**config.mk**
```make
export PLATFORM = sky130hd
export DESIGN_NAME = lfsr_nibble_packer_flat
export DESIGN_NICKNAME = d
export VERILOG_FILES = /design/src/rtl/lfsr_nibble_packer_if.sv /design/src/rtl/lfsr_nibble_packer.sv /design/src/flat_wrapper.sv
export SDC_FILE = /design/constraint.sdc
export NUM_CORES = 1
export LEC_CHECK = 0
export ABC_AREA = 1
export BUFFER_PORTS_ARGS = -buffer_cell sky130_fd_sc_hd__buf_2
export CAP_MARGIN = 20
export CORE_MARGIN = 2
export CORE_UTILIZATION = 45
export CTS_CLUSTER_DIAMETER = 50
export DETAILED_ROUTE_END_ITERATION = 8
export SETUP_SLACK_MARGIN = 0.3
export SLEW_MARGIN = 20
export SYNTH_ARGS = -nofsm -noshare
export SYNTH_HDL_FRONTEND = slang
export SYNTH_SLANG_ARGS = --single-unit
export TNS_END_PERCENT = 10
```
**constraint.sdc**
```tcl
create_clock -name clk -period 4.5 [get_ports clk]
set_clock_uncertainty 0.15 [all_clocks]
set_input_delay 0.45 -clock clk [delete_from_list [all_inputs] [get_ports clk]]
set_output_delay 0.45 -clock clk [all_outputs]
set_load 0.01 [all_outputs]
```
**src/rtl/lfsr_nibble_packer_if.sv**
```systemverilog
// lfsr_nibble_packer_if: nibble input, word output and status signals of the packer
interface lfsr_nibble_packer_if #(
    parameter int NIB_W  = 4,
    parameter int WORD_W = 32,
    parameter int DEPTH  = 4
);
    logic [NIB_W-1:0]        r;
    logic                    r_valid;
    logic                    flush;
    logic [WORD_W-1:0]       word_data;
    logic                    word_valid;
    logic                    word_ready;
    logic [$clog2(DEPTH):0]  fill_level;
    logic                    overflow;
    logic [7:0]              drop_cnt;
    logic [15:0]             word_cnt;

    modport slave (
        input  r, r_valid, flush, word_ready,
        output word_data, word_valid, fill_level, overflow, drop_cnt, word_cnt
    );

    modport master (
        output r, r_valid, flush, word_ready,
        input  word_data, word_valid, fill_level, overflow, drop_cnt, word_cnt
    );
endinterface

```
**src/rtl/lfsr_nibble_packer.sv**
```systemverilog
// lfsr_nibble_packer: packs LFSR nibbles LSB-first into words, buffers them in a show-ahead FIFO
module lfsr_nibble_packer #(
    parameter int NIB_W  = 4,
    parameter int WORD_W = 32,
    parameter int DEPTH  = 4
) (
    input  logic                 clk,
    input  logic                 reset,
    lfsr_nibble_packer_if.slave  bus
);
    localparam int NIBBLES = WORD_W / NIB_W;
    localparam int IW      = NIBBLES > 1 ? $clog2(NIBBLES) : 1;
    localparam int AW      = DEPTH > 1 ? $clog2(DEPTH) : 1;

    logic [IW-1:0]     idx_q, idx_d;
    logic [WORD_W-1:0] acc_q, acc_d, acc_nib;
    logic [WORD_W-1:0] mem_q [DEPTH];
    logic [AW-1:0]     wr_q, wr_d, rd_q, rd_d;
    logic [AW:0]       cnt_q, cnt_d;
    logic              ovf_q, ovf_d;
    logic [7:0]        drop_q, drop_d;
    logic [15:0]       wcnt_q, wcnt_d;
    logic              last, push, pop, full, accept, drop;

    // Word assembly, push/pop arbitration and next-state for all counters.
    // The accumulator is cleared on every push, so OR-ing the new nibble in
    // leaves the unfilled upper nibbles at zero for a flushed partial word.
    always_comb begin
        acc_nib = bus.r_valid ? acc_q | (WORD_W'(bus.r) << (32'(idx_q) * NIB_W)) : acc_q;
        last    = bus.r_valid && idx_q == IW'(NIBBLES - 1);
        push    = last || (bus.flush && (idx_q != '0 || bus.r_valid));
        pop     = cnt_q != '0 && bus.word_ready;
        full    = cnt_q == (AW+1)'(DEPTH);
        accept  = push && (!full || pop);
        drop    = push && full && !pop;
        idx_d   = push ? '0 : idx_q + IW'(bus.r_valid);
        acc_d   = push ? '0 : acc_nib;
        wr_d    = accept ? wr_q + AW'(1) : wr_q;
        rd_d    = pop ? rd_q + AW'(1) : rd_q;
        cnt_d   = cnt_q + (AW+1)'(accept) - (AW+1)'(pop);
        ovf_d   = ovf_q || drop;
        drop_d  = drop_q + 8'(drop && drop_q != 8'hFF);
        wcnt_d  = wcnt_q + 16'(pop);
    end

    // Control and status registers; reset discards any partial word and FIFO contents.
    always_ff @(posedge clk) begin
        if (!reset) begin
            idx_q  <= '0;
            acc_q  <= '0;
            wr_q   <= '0;
            rd_q   <= '0;
            cnt_q  <= '0;
            ovf_q  <= 1'b0;
            drop_q <= '0;
            wcnt_q <= '0;
        end else begin
            idx_q  <= idx_d;
            acc_q  <= acc_d;
            wr_q   <= wr_d;
            rd_q   <= rd_d;
            cnt_q  <= cnt_d;
            ovf_q  <= ovf_d;
            drop_q <= drop_d;
            wcnt_q <= wcnt_d;
        end
    end

    // FIFO storage; stale entries are never visible because the output is gated by occupancy.
    always_ff @(posedge clk) begin
        if (reset && accept) mem_q[wr_q] <= acc_nib;
    end

    assign bus.word_valid = cnt_q != '0;
    assign bus.word_data  = cnt_q != '0 ? mem_q[rd_q] : '0;
    assign bus.fill_level = cnt_q;
    assign bus.overflow   = ovf_q;
    assign bus.drop_cnt   = drop_q;
    assign bus.word_cnt   = wcnt_q;
endmodule
```
**src/flat_wrapper.sv**
```systemverilog
// flat-port wrapper written by rule: the top's interface ports become plain ports
module lfsr_nibble_packer_flat 
#(
    parameter int NIB_W  = 4,
    parameter int WORD_W = 32,
    parameter int DEPTH  = 4
)
  (clk, reset, bus_r, bus_r_valid, bus_flush, bus_word_ready, bus_word_data, bus_word_valid, bus_fill_level, bus_overflow, bus_drop_cnt, bus_word_cnt);
  lfsr_nibble_packer_if #(.NIB_W(NIB_W), .WORD_W(WORD_W), .DEPTH(DEPTH)) bus_i ();
  input  logic clk;
  input  logic reset;
  input wire logic [$bits(bus_i.r)-1:0] bus_r;
  input wire logic [$bits(bus_i.r_valid)-1:0] bus_r_valid;
  input wire logic [$bits(bus_i.flush)-1:0] bus_flush;
  input wire logic [$bits(bus_i.word_ready)-1:0] bus_word_ready;
  output wire logic [$bits(bus_i.word_data)-1:0] bus_word_data;
  output wire logic [$bits(bus_i.word_valid)-1:0] bus_word_valid;
  output wire logic [$bits(bus_i.fill_level)-1:0] bus_fill_level;
  output wire logic [$bits(bus_i.overflow)-1:0] bus_overflow;
  output wire logic [$bits(bus_i.drop_cnt)-1:0] bus_drop_cnt;
  output wire logic [$bits(bus_i.word_cnt)-1:0] bus_word_cnt;
  assign bus_i.r = bus_r;
  assign bus_i.r_valid = bus_r_valid;
  assign bus_i.flush = bus_flush;
  assign bus_i.word_ready = bus_word_ready;
  assign bus_word_data = bus_i.word_data;
  assign bus_word_valid = bus_i.word_valid;
  assign bus_fill_level = bus_i.fill_level;
  assign bus_overflow = bus_i.overflow;
  assign bus_drop_cnt = bus_i.drop_cnt;
  assign bus_word_cnt = bus_i.word_cnt;
  lfsr_nibble_packer #(.NIB_W(NIB_W), .WORD_W(WORD_W), .DEPTH(DEPTH)) u_core (.clk(clk), .reset(reset), .bus(bus_i));
endmodule
```
==> results of run 1 <==
-- per-stage QoR --
step,power [mW],setup WS [ns]
2_1_floorplan,2.696,0.5947
6_report,4.589,1.096
3_5_place_dp,3.065,1.714
4_1_cts,4.631,1.424
3_3_place_gp,3.041,1.800
5_1_grt,4.830,0.8383
-- worst register-to-register path, delay by kind of cell (launching register included) --
kind | cells | cell delay [ns]
and+or+nand+nor | 4 | 0.60
adders and majority gates | 2 | 0.51
xor gates and xnor gates | 1 | 0.19
AOI/OAI and AO/OA | 2 | 0.23
DFF | 1 | 0.42
buffers and inverters | 3 | 0.36
-- logic make-up after synthesis --
kind of cell    share of synthesized area [%]
compound gates                          9.922
buf+inv                                 5.966
fa+ha+maj                               2.152
flops                                   66.09
simple gates                            15.21
xor+xnor                               0.6648
-- registers in the layout (all words and copies together) (netlist names), named ones only --
register and cells:
u_core.acc_q 32, u_core.bus.drop_cnt 8, u_core.bus.fill_level 3, u_core.bus.overflow 1, u_core.bus.word_cnt 16, u_core.idx_q 3, u_core.mem_q 128, u_core.rd_q 2
u_core.wr_q 2
-- worst paths after layout --
check / startpoint / to / slack (ns) / cells past startpoint
setup / recovery: flop / bus_word_data[28] / 1.10 / 6
hold / removal: bus_r[3] / u_core.acc_q[3] / 0.22 / 3
setup reg to reg: u_core.idx_q[2] / u_core.bus.fill_level[2] / 1.98 / 12
hold reg to reg: u_core.acc_q[7] / u_core.acc_q[7] / 0.31 / 2
-- power by group --
| part | total [mW] | leakage (nW) | internal [mW] | switching, mW |
|---|---|---|---|---|
| registers | 2.01 | 1.80 | 1.98 | 0.0329 |
| clock network | 1.58 | 0.298 | 0.952 | 0.627 |
| logic | 0.997 | 1.68 | 0.333 | 0.664 |
| total | 4.59 | 3.78 | 3.26 | 1.32 |
-- cell usage in the layout (no fill, tap or decap), types with 5 or more instances in the layout --
cell / Yosys / layout
nor2_1: 212 / 211
edfxtp_1: 128 / 128
inv_1: 81 / 80
a21oi_1: 75 / 75
o21ai_0: 74 / 74
buf_2: 14 / 69
dfxtp_1: 69 / 68
nand2_1: 52 / 52
clkbuf_16: 0 / 17
nand3_1: 14 / 14
ha_1: 12 / 12
buf_4: 2 / 8
clkinv_1: 2 / 5
-- layer usage --
layer | global-route usage [%] | wire length (um)
met1 | 23.63 | 7439
met2 | 31.50 | 8327
met4 | 5.903 | 236
met3 | 4.222 | 702
met5 | 0 | 0
-- layout make-up --
class,instances,area share (%)
repair buffers,77,4.467
multi-input cells,471,24.59
flip-flops and latches,197,57.58
clock inverters,11,1.709
inverters,84,3.474
well taps,225,3.102
clock buffers,21,5.073
==> run summary, run 1 <==
most common cell in the netlist: nor2_1
Slew headroom: 33.64%
area of the multi-input gates: 0.002232 sq mm
RSZ-0062 raised after global routing: no
Via-to-Cell Ratio: 4.997
Crit path largest cell delay: 0.88 ns
routed len/inst: 15.38 um
TNS Setup: 0 ns
Sink Count: 197
FF+latch count, synth: 197
final hold viol count: 0
CTS buffer count: 17
Post-Route WL: 16,710 um
final hold slack: 0.2240 ns
Crit. End Element: output port
synthesis-to-finish area growth: 14.80%
Worst Path Buf+Inv: 3
CP delay by family, top: buffers and inverters
Avg Cell Area, Syn: 10.10 sq um
number of synthesized flops with an enable pin: 128
Worst Max-Slew Pin Slew: 0.9893 ns
Synth warnings: 0
largest net degree at the start of global routing: 65
layout cells sized above 1: 13.82%
clk slew on worst S/H paths: 0.07 ns
Setup Buffers After CTS: 0
Max FO, Critical Path: 33
Placed Instances: 1,054
vias in the first global route: 5,186
post-synth top area share: 48.62%
CTS H-tree lvls: 4
Starting Density: 45.87%
Lkg Pwr: 3.775 nW
post-cts resize count: 0
CTS Buffer Depth: 2
GP Congestion: 0.8346
DR iter-0 viols: 345
Die Area: 0.01865 sq mm
Die Y: 136.6 um
Fmax achieved: 0.2938 GHz
final setup fails: 0
DRT antenna net count: 0
Netlist Area Pre-Place: 0.007906 sq mm
path type of the worst min-delay path: in2reg
syn_nets: 805
DRC errors left: 0
share of synthesized registers carrying an async set or reset: 0%
Skew-Pair Late Insertion Delay: 0.43 ns
first-pass GRT wire length: 26,350 um
outcome: completed
Main synth FF type: edfxtp_1
initial antenna violation count: 0
Final Slew Violations: 0
HPWL after detailed placement: 10,430 um
VDD IR max: 0.3664 mV
most frequent cells after synthesis: 212 x nor2_1, 128 x edfxtp_1, 81 x inv_1, 75 x a21oi_1, 74 x o21ai_0
min Tclk post-route: 3.404 ns
startpoint type of the worst setup path: flop
Worst Path Arrival: 2.80 ns
grt ovf: 0
Post-Synthesis Cells: 783
row count: 48
Ports: 70
core area: 0.01724 sq mm
total global-route track usage: 18.57%
design area: 0.009076 sq mm
ant diodes: 0
TritonCTS clock tree: yes
cts hold-fix bufs: 0
Cell variety after synth: 31
PD cells: 505.6 mW/mm^2
critical-path cell list: buf_4 -> clkinv_1 -> nor2_1 -> o21ai_0 -> a21oi_1 -> buf_2
Seq/Total Area, Yosys: 66.09%
Reg area: 0.005226 sq mm
IO buf count: 69
Vias: 5,427
Crit-path slowest cell: clkinv_1
die outline width: 136.6 um
Finished Core Util: 52.66%
final worst path period share: 75.63%
Max Cap Viol: 0
Nets: 870
Crit Path Category: reg2out
Area contributors post-synth: edfxtp_1 49%, dfxtp_1 17%, nor2_1 10%
placed cell areas: 0.008458 sq mm
fillcell total: 1,526
Pre-antenna DRT Iters: 5
CTS Root Cell: clkbuf_16
leading area contributor after synthesis: edfxtp_1
CP required: 3.90 ns
fin cells: 1,086
Power figures use the tool's default switching activity.
==> run 2: changes to the inputs <==
--- a/config.mk
+++ b/config.mk
@@ -12,6 +12,7 @@
 export CORE_UTILIZATION = 45
 export CTS_CLUSTER_DIAMETER = 50
 export DETAILED_ROUTE_END_ITERATION = 8
+export PLACE_DENSITY = 0.65
 export SETUP_SLACK_MARGIN = 0.3
 export SLEW_MARGIN = 20
 export SYNTH_ARGS = -nofsm -noshare
==> constraint.sdc (replaced) <==
create_clock -name clk -period 3.1 [get_ports clk]
set_clock_uncertainty 0.15 [all_clocks]
set_input_delay 0.31 -clock clk [delete_from_list [all_inputs] [get_ports clk]]
set_output_delay 0.31 -clock clk [all_outputs]
set_load 0.01 [all_outputs]
==> run summary, run 2 (same netlist as run 1, synthesis figures left out) <==
Vias: 5,415 (-0.22%)
CP required: 2.64 ns (-1.26 ns)
HPWL after detailed placement: 10,430 um (about the same)
DRT antenna net count: 0 (unchanged)
TNS Setup: 0 ns (unchanged)
commonest non-fill, non-tap cells in the layout: 212 x nor2_1, 128 x edfxtp_1, 81 x inv_1
core area: 0.01724 sq mm (unchanged)
Crit-path slowest cell: dfxtp_1
Die Area: 0.01865 sq mm (unchanged)
CTS H-tree lvls: 4 (unchanged)
critical-path cell list: buf_4 -> buf_4 -> nor2_1 -> o21ai_0 -> a21oi_1 -> buf_2
WHS Path Cells: 3 (unchanged)
max reg flops: 128 (unchanged)
startpoint type of the worst setup path: flop
Nets: 879 (+1.0%)
Reg with most FFs: u_core.mem_q
Post-Route WL: 16,330 um (-2.2%)
Ports: 70 (unchanged)
RR Startpoint: u_core.idx_q[2]
CTS buffer count: 17 (unchanged)
Crit Path Category: reg2out
initial antenna violation count: 2 (+2)
path type of the worst min-delay path: in2reg
clk slew on worst S/H paths: 0.07 ns (about the same)
Setup Buffers After CTS: 0 (unchanged)
outcome: completed
die outline width: 136.6 um (unchanged)
CTS Root Cell: clkbuf_16
most common cell after layout, fill and taps aside: nor2_1
min Tclk post-route: 2.641 ns
Slew headroom: 54.29% (+21 points)
final hold slack: 0.05731 ns (-0.1666 ns)
CTS Buffer Depth: 2 (unchanged)
Lkg Pwr: 3.802 nW (+0.71%)
vias in the first global route: 5,015 (-3.3%)
layout cells sized above 1: 15.06% (+1.2 points)
PD cells: 713.6 mW/mm^2 (+41%)
Via-to-Cell Ratio: 4.941 (-1.1%)
R2R Setup Slk: 0.66 ns (-1.32 ns)
Die Y: 136.6 um (unchanged)
Worst Path Arrival: 2.18 ns (-0.62 ns)
row count: 48 (unchanged)
Finished Core Util: 52.86% (+0.20 points)
Final Slew Violations: 0 (unchanged)
Sink Count: 197 (unchanged)
IO buf count: 69 (unchanged)
cell with the most instances on the worst path: buf_4
Worst Max-Slew Pin Slew: 0.6856 ns (-0.3037 ns)
FF-to-FF End: u_core.bus.fill_level[2]
grt ovf: 0 (unchanged)
fillcell total: 1,558 (+2.1%)
first-pass GRT wire length: 25,810 um (-2.0%)
GP Congestion: 0.8035 (-3.7%)
synthesis-to-finish area growth: 15.24%
VDD IR max: 0.5265 mV (+44%)
final setup fails: 0 (unchanged)
Skew-Pair Late Insertion Delay: 0.43 ns (about the same)
Starting Density: 45.87% (unchanged)
fin cells: 1,096 (+0.92%)
Crit path largest cell delay: 0.76 ns (-0.12 ns)
final hold viol count: 0 (unchanged)
routed len/inst: 14.90 um (-3.1%)
total global-route track usage: 18.23% (-0.33 points)
Crit. End Element: output port
cts hold-fix bufs: 0 (unchanged)
DRC errors left: 0 (unchanged)
Max FO, Critical Path: 14 (-58%)
Max Cap Viol: 0 (unchanged)
largest net degree at the start of global routing: 65 (unchanged)
TritonCTS clock tree: yes
final worst path period share: 85.18%
Fmax achieved: 0.3787 GHz
path depth of the worst reg2reg path: 12 (unchanged)
DR iter-0 viols: 284 (-18%)
worst hold start: bus_r[3]
Placed Instances: 1,063 (+0.85%)
RSZ-0062 raised after global routing: no
pre-CTS WS: 0.6856 ns (-1.029 ns)
hold endpoint: u_core.acc_q[3]
Pre-antenna DRT Iters: 5 (unchanged)
Final WS setup: 0.4593 ns (-0.6372 ns)
run 2: per-layer routing:
layer / part of all wire, % / routed length (um) / track usage (%) / vias up
met5: 0.080 / 13 / 0 / -
met2: 47 / 7657 / 28.89 / 88
li1: - / - / - / 2734
met4: 1.0 / 164 / 5.266 / 2
met3: 4.3 / 697 / 5.037 / 18
met1: 48 / 7801 / 24.66 / 2573
run 2: worst max path at each step:
stage / endpoint / startpoint
after CTS: bus_word_data[6] / flop
after floorplan: u_core.mem_q[0][0] / u_core.idx_q[2]
after global routing: bus_word_data[20] / flop
after global placement: u_core.bus.fill_level[2] / bus_r_valid
final: bus_word_data[6] / flop
after detailed placement: u_core.bus.fill_level[2] / bus_r_valid
run 2: timing repair:
| action | 4_1_cts | 5_1_grt |
|---|---|---|
| resized for setup | 1 | 0 |
| endpoints found under the hold margin | 0 | 0 |
| setup endpoints to repair | 1 | 0 |
run 2: area by class of cell:
type | count | area [sq um] | area share, %
Timing Repair Buffer | 86 | 485.5 | 5.328
Clock inverter | 11 | 98.84 | 1.085
Antenna cell | 1 | 2.502 | 0.02746
Clock buffer | 21 | 470.5 | 5.163
Inverter | 84 | 316.6 | 3.474
Tap cell | 225 | 281.5 | 3.090
Sequential cell | 197 | 5226 | 57.36
Multi-Input combinational cell | 471 | 2230 | 24.47
run 2: critical path, delay by kind of cell, from the launching register on:
kind                   cells  cell delay (ns)
buffers and inverters      3             0.74
and+or+nand+nor            1             0.06
AOI/OAI and AO/OA          2             0.19
DFF                        1             0.76
run 2: per-stage QoR:
step                      power, mW  area (sq um)
after floorplan               3.913          7906
after global placement        4.473          8538
after detailed placement      4.479          8538
after CTS                     6.574          9109
after global routing          6.850          9109
final                         6.502          9111
run 2: report_power, final:
| part | internal [mW] | switching, mW |
|---|---|---|
| sequential | 2.87 | 0.0625 |
| combinational | 0.504 | 0.965 |
| clock | 1.17 | 0.926 |
| total | 4.55 | 1.95 |
